File: config.mk
export PLATFORM = sky130hd
export DESIGN_NAME = fc1_bias_add
export DESIGN_NICKNAME = d
export VERILOG_FILES = /design/src/rtl/fc1_bias_add.sv
export SDC_FILE = /design/constraint.sdc
export NUM_CORES = 1
export LEC_CHECK = 0
export CAP_MARGIN = 20
export CORE_UTILIZATION = 30
export DETAILED_ROUTE_END_ITERATION = 10
export GPL_TIMING_DRIVEN = 0
export PLACE_DENSITY = 0.5
export REMOVE_ABC_BUFFERS = 1
export SETUP_SLACK_MARGIN = 0.1
export SLEW_MARGIN = 5
export SYNTH_ARGS = -nofsm -noshare
export SYNTH_HDL_FRONTEND = slang
export SYNTH_SLANG_ARGS = --single-unit
File: constraint.sdc
create_clock -name clk -period 5.4 [get_ports clk]
set_input_delay 0.81 -clock clk [delete_from_list [all_inputs] [get_ports clk]]
set_output_delay 0.81 -clock clk [all_outputs]
set_load 0.05 [all_outputs]
File: src/rtl/fc1_bias_add.sv
// fc1 bias join: aligns bias to the accumulator format, adds per lane, requantises (round/saturate).
// Optional round-half-up requantisation when FC1_BIAS_ADD_ROUND_EN is defined (floor otherwise).
module fc1_bias_add #(
    parameter int unsigned DATA_IN_PRECISION_0  = 32,
    parameter int unsigned DATA_IN_PRECISION_1  = 6,
    parameter int unsigned BIAS_PRECISION_0     = 16,
    parameter int unsigned BIAS_PRECISION_1     = 3,
    parameter int unsigned DATA_OUT_PRECISION_0 = 16,
    parameter int unsigned DATA_OUT_PRECISION_1 = 4,
    parameter int unsigned TENSOR_SIZE_DIM_0    = 32,
    parameter int unsigned PARALLELISM_DIM_0    = 1,
    parameter int unsigned OUT_DEPTH            = TENSOR_SIZE_DIM_0 / PARALLELISM_DIM_0
) (
    input  logic                                              clk,
    input  logic                                              rst,
    input  logic [DATA_IN_PRECISION_0*PARALLELISM_DIM_0-1:0]  data_in,
    input  logic                                              data_in_valid,
    output logic                                              data_in_ready,
    input  logic [BIAS_PRECISION_0*PARALLELISM_DIM_0-1:0]     bias,
    input  logic                                              bias_valid,
    output logic                                              bias_ready,
    output logic [DATA_OUT_PRECISION_0*PARALLELISM_DIM_0-1:0] data_out,
    output logic                                              data_out_valid,
    input  logic                                              data_out_ready,
    output logic                                              data_out_last
);

    localparam int DIN_W  = DATA_IN_PRECISION_0;
    localparam int BIAS_W = BIAS_PRECISION_0;
    localparam int DOUT_W = DATA_OUT_PRECISION_0;
    localparam int PAR    = PARALLELISM_DIM_0;
    localparam int BSH    = DATA_IN_PRECISION_1 - BIAS_PRECISION_1;
    localparam int SH     = DATA_IN_PRECISION_1 - DATA_OUT_PRECISION_1;
    localparam int SUM_W  = ((DIN_W > BIAS_W + BSH) ? DIN_W : BIAS_W + BSH) + 1;
    localparam int CW     = (OUT_DEPTH > 1) ? $clog2(OUT_DEPTH) : 1;
`ifdef FC1_BIAS_ADD_ROUND_EN
    localparam int QW = SUM_W + 1;
    localparam logic signed [QW-1:0] RND = (SH > 0) ? (QW'(1) << ((SH > 0) ? SH - 1 : 0)) : '0;
`else
    localparam int QW = SUM_W;
`endif
    localparam logic signed [QW-1:0] OMAX = (QW'(1) << (DOUT_W - 1)) - QW'(1);
    localparam logic signed [QW-1:0] OMIN = -(QW'(1) << (DOUT_W - 1));
    localparam logic [DOUT_W-1:0] SAT_HI = {1'b0, {(DOUT_W - 1){1'b1}}};
    localparam logic [DOUT_W-1:0] SAT_LO = {1'b1, {(DOUT_W - 1){1'b0}}};
    localparam logic [CW-1:0] CNT_LAST = CW'(OUT_DEPTH - 1);

    logic                    s1_valid_q, s1_valid_d;
    logic                    dout_valid_q, dout_valid_d;
    logic [CW-1:0]           cnt_q, cnt_d;
    logic [DOUT_W*PAR-1:0]   dout_q, dout_d, sat;
    logic signed [SUM_W-1:0] sum_q [PAR];
    logic signed [SUM_W-1:0] sum_d [PAR];
    logic signed [QW-1:0]    q;
    logic                    s1_ready, s2_ready, join_ok, s1_fire, s2_load, out_fire;

    // Join: neither stream is acknowledged unless both are valid, and never during reset.
    always_comb begin
        s2_ready      = !dout_valid_q || data_out_ready;
        s1_ready      = !s1_valid_q || s2_ready;
        join_ok       = rst && s1_ready;
        data_in_ready = bias_valid && join_ok;
        bias_ready    = data_in_valid && join_ok;
        s1_fire       = data_in_valid && bias_valid && join_ok;
        s2_load       = s1_valid_q && s2_ready;
        out_fire      = dout_valid_q && data_out_ready;
    end

    always_comb begin
        for (int l = 0; l < PAR; l++) begin
            sum_d[l] = SUM_W'(signed'(data_in[l*DIN_W +: DIN_W]))
                     + (SUM_W'(signed'(bias[l*BIAS_W +: BIAS_W])) <<< BSH);
        end
    end

    always_comb begin
        sat = '0;
        q   = '0;
        for (int l = 0; l < PAR; l++) begin
`ifdef FC1_BIAS_ADD_ROUND_EN
            q = (QW'(sum_q[l]) + RND) >>> SH;
`else
            q = sum_q[l] >>> SH;
`endif
            if (q > OMAX) begin
                sat[l*DOUT_W +: DOUT_W] = SAT_HI;
            end else if (q < OMIN) begin
                sat[l*DOUT_W +: DOUT_W] = SAT_LO;
            end else begin
                sat[l*DOUT_W +: DOUT_W] = q[DOUT_W-1:0];
            end
        end
    end

    always_comb begin
        s1_valid_d   = s1_fire || (s1_valid_q && !s2_ready);
        dout_valid_d = s2_ready ? s1_valid_q : dout_valid_q;
        dout_d       = s2_load ? sat : dout_q;
        cnt_d        = cnt_q;
        if (out_fire) begin
            cnt_d = (cnt_q == CNT_LAST) ? '0 : cnt_q + CW'(1);
        end
    end

    always_ff @(posedge clk) begin
        if (!rst) begin
            s1_valid_q   <= 1'b0;
            dout_valid_q <= 1'b0;
            cnt_q        <= '0;
            dout_q       <= '0;
        end else begin
            s1_valid_q   <= s1_valid_d;
            dout_valid_q <= dout_valid_d;
            cnt_q        <= cnt_d;
            dout_q       <= dout_d;
        end
    end

    always_ff @(posedge clk) begin
        if (s1_fire) begin
            for (int l = 0; l < PAR; l++) begin
                sum_q[l] <= sum_d[l];
            end
        end
    end

    assign data_out       = dout_q;
    assign data_out_valid = dout_valid_q;
    assign data_out_last  = dout_valid_q && (cnt_q == CNT_LAST);

endmodule

==> results.md <==
* Seq/Total Area, Yosys at between 30% and 40%
* Slew margin rel. at a little over two fifths
* DIE AREA at around 12000 µm²
* Net switching power at just over 0.3 mW
* HP Class: register to register
* Final net count at between 500 and 600
* R2R setup slack at between 3000 and 4000 ps
* Setup crit end: data_in_ready
* Clock Tree Buf Depth at 2
* CORE AREA at 11500 µm²
* First-pass GRT wire length at 13300 µm
* Int Pwr at slightly above 0.8 mW
* Final antenna-violating net count at 0
* Share of layout cells above drive strength 1 at about 6.7%
* Number of max-cap violations at 0
* Final WL at 7940 µm
* Clock Tree Root: clkbuf_16
* Crit path kind: input pin to output port
* Post-CTS resize count at 0
* Setup total negative slack at 0 ps
* Slowest cell on the critical path: clkdlybuf4s50_1
* CTS tree: done
* Post-synth EDFFs at 31
* Drt wl/cell at 13.4 µm
* Post-Synthesis Cells at 381
* Htree depth at 2
* GRT overflow at 0
* Area after DPL at 4410 µm²
* Routability congestion estimate at ~0.88
* CP Cell Sequence: clkdlybuf4s50_1 -> and3_1 -> clkdlybuf4s50_1
* Vias per cell at around 5.1
* RSZ-0062 raised after global routing: false
* FF-to-FF Start: data_out_valid$_SDFFE_PN0N_
* Crit path buf inv count at 2
* Register share of total power at around 42%
* Initial antenna violation count at 0
* Most frequent CP cell: clkdlybuf4s50_1
* Drt drc at 11
* Clock Power Share at between 30% and 40%
* Primary FF master, synth: edfxtp_1
* Slew Limit Fails at 0
* Number of global-route vias before repair at roughly 2.9k
* Leak pwr at 1.69 nW
* FFs w/ async S/R, synth at 0%
* Worst Setup SP: rst
* Final setup viols at 0
* Clock latency on the worst-skew pair at 290 ps
* Yosys warns at 0
* CP max stage delay at about 940 ps
* Required time at the worst-slack endpoint at approximately 4600 ps
* Detailed-route via count at a little over 3k
* Layout area overhead at 28.9%
* Max VDD drop at 122 µV
* Type of destination of the critical path: output port
* Critical path depth at 3
* Crit path arrival time at ~2800 ps
* Worst slew pin tran at ~860 ps
* CTS buffer count at 5
* Status: finished with violations
* Post-DP HPWL at ~6200 µm
* FMAX at about 0.27 GHz
* FF-to-FF path depth at 5
* Clk sink count at 54
* Setup Fix Bufs, Post-CTS at 0
* Buffers on Ports at 70
* Final period util at between 60 and 70%
* Fin Clk Skew at around 11 ps
* Failing checks: design-rule violations
* Die X-Extent at roughly 110 µm
* Hold Violations, Final at 0
* Tmin final at between 3000 and 4000 ps
* Register bit count reported by yosys at 54
* FF-to-FF End: data_out[7]$_SDFFE_PN0P_
* Iter 0 DRT Violations at 210
* # IOs at 73
* Clock-pin slew on the worst setup and hold paths at approximately 70 ps
* Initial Utilization at 31.1%
* Num rows at 39
* Syn Area/Cell at between 9 and 10 µm²
* P per Cell Area at roughly 240 nW/µm²
* Distinct cells, synth at 59
* Crit-path max FO at 25
* Mapped Area at ~3600 µm²
* Overall die height at roughly 110 µm
* Post-route cell area at 4610 µm²
* Gate power share at ~25%
* First-pass DRT Iterations at 7
* Sw Share at between 20% and 30%
* Largest net degree at the start of global routing at 32
* Cts hold-fix bufs at 0
* GRT Util Overall at 12.9%
* CP top delay family: buffers and inverters
* Crit path launch type: input pin
* Ant. Diodes at 0
==> how the worst min path moves through the flow <==
stage	from	cells past startpoint	to	slack (ps)
final	data_out[0]$_SDFFE_PN0P_	2	data_out[0]$_SDFFE_PN0P_	450
after global routing	data_out[9]$_SDFFE_PN0P_	2	data_out[9]$_SDFFE_PN0P_	470
after CTS	data_out[0]$_SDFFE_PN0P_	2	data_out[0]$_SDFFE_PN0P_	450
after detailed placement	data_out[0]$_SDFFE_PN0P_	2	data_out[0]$_SDFFE_PN0P_	450
after global placement	data_out[2]$_SDFFE_PN0P_	2	data_out[2]$_SDFFE_PN0P_	440
after floorplan	cnt_q[4]$_SDFFE_PN0P_	2	cnt_q[4]$_SDFFE_PN0P_	450
==> per-stage QoR <==
| stage | power [mW] | setup WS, ps | std cells | hold slack [ps] | util [%] |
|---|---|---|---|---|---|
| 6_report | 1.12 | 1750 | 592 | 452 | 40.0 |
| 3_5_place_dp | 0.761 | 1670 | 583 | 446 | 38.3 |
| 3_3_place_gp | 0.760 | 1710 | 583 | 440 | 38.3 |
| 2_1_floorplan | 0.667 | 2630 | 370 | 448 | - |
| 5_1_grt | 1.18 | 1620 | 592 | 466 | 40.0 |
| 4_1_cts | 1.13 | 1710 | 591 | 454 | 39.8 |
==> power groups by stage <==
stage                     clock, mW  combinational, mW  sequential [mW]
final                         0.368              0.278            0.476
after global routing          0.390              0.309            0.478
after CTS                     0.376              0.277            0.476
after detailed placement          0              0.275            0.485
after global placement            0              0.275            0.485
after floorplan                   0              0.179            0.488
==> area by class of cell <==
cell class | count | area (µm²)
Clock buffer | 5 | 125
Clock inverter | 3 | 47.5
Fill cell | 1170 | 6910
Inverter | 9 | 33.8
Multi-Input combinational cell | 307 | 2100
Sequential cell | 54 | 1390
Tap cell | 143 | 179
Timing Repair Buffer | 71 | 728
==> flip-flops by register name, summed over array words and instances, names as in the netlist <==
signal,flops
sum_q,31
s1_valid_q,1
cnt_q,5
data_out,16
data_out_valid,1
==> synth_stat cells (all sizes together) (4+ instances only) <==
cell type / n / area [µm²]
nor2b: 4 / 25.0
nand3: 11 / 55.1
nand2: 48 / 180
nand4: 10 / 62.6
a21oi: 30 / 161
o21a: 4 / 30.0
edfxtp: 31 / 931
nor3: 5 / 25.0
a211oi: 7 / 75.1
o21ai: 36 / 184
dfxtp: 23 / 460
ha: 31 / 388
and3: 6 / 40.0
clkbuf: 8 / 30.0
xor2: 8 / 70.1
a21boi: 23 / 173
inv: 9 / 33.8
xnor2: 13 / 114
a21o: 9 / 67.6
nor2: 23 / 86.3
==> cells in the final DEF (no fill, tap or decap), types with 11 or more instances in the layout <==
master	Yosys	routed
edfxtp_1	31	31
a21boi_0	12	12
o21ai_0	25	25
a21oi_1	27	27
a21boi_1	11	11
nand3_1	11	11
ha_1	31	31
dfxtp_1	23	23
nor2_1	23	23
nand2_1	48	48
clkdlybuf4s50_1	0	70
xnor2_1	13	13
==> metal layers <==
| metal | GRT usage (%) | wire length [µm] | vias up |
|---|---|---|---|
| li1 | - | - | 1554 |
| met1 | 17.8 | 4040 | 1406 |
| met2 | 20.9 | 3450 | 73 |
| met3 | 2.24 | 383 | 6 |
| met4 | 3.24 | 73 | 0 |
| met5 | 0 | 0 | - |
==> logic make-up (layout without fill, tap and decap cells) <==
family                     count (synthesis)  in the layout  synth area share, %
AOI/OAI and AO/OA                        126            126                 24.3
xor gates and xnor gates                  21             21                 5.14
adders and majority gates                 32             32                 11.4
buffers and inverters                     20             88                 2.27
DFF                                       54             54                 38.9
and+or+nand+nor                          128            128                 18.0
==> tightest hold or removal path, stage by stage (launching register included) <==
cell,delay [ps]
dfxtp_1,310
nand2_1,50
a21boi_1,50
Power figures use the tool's default switching activity.
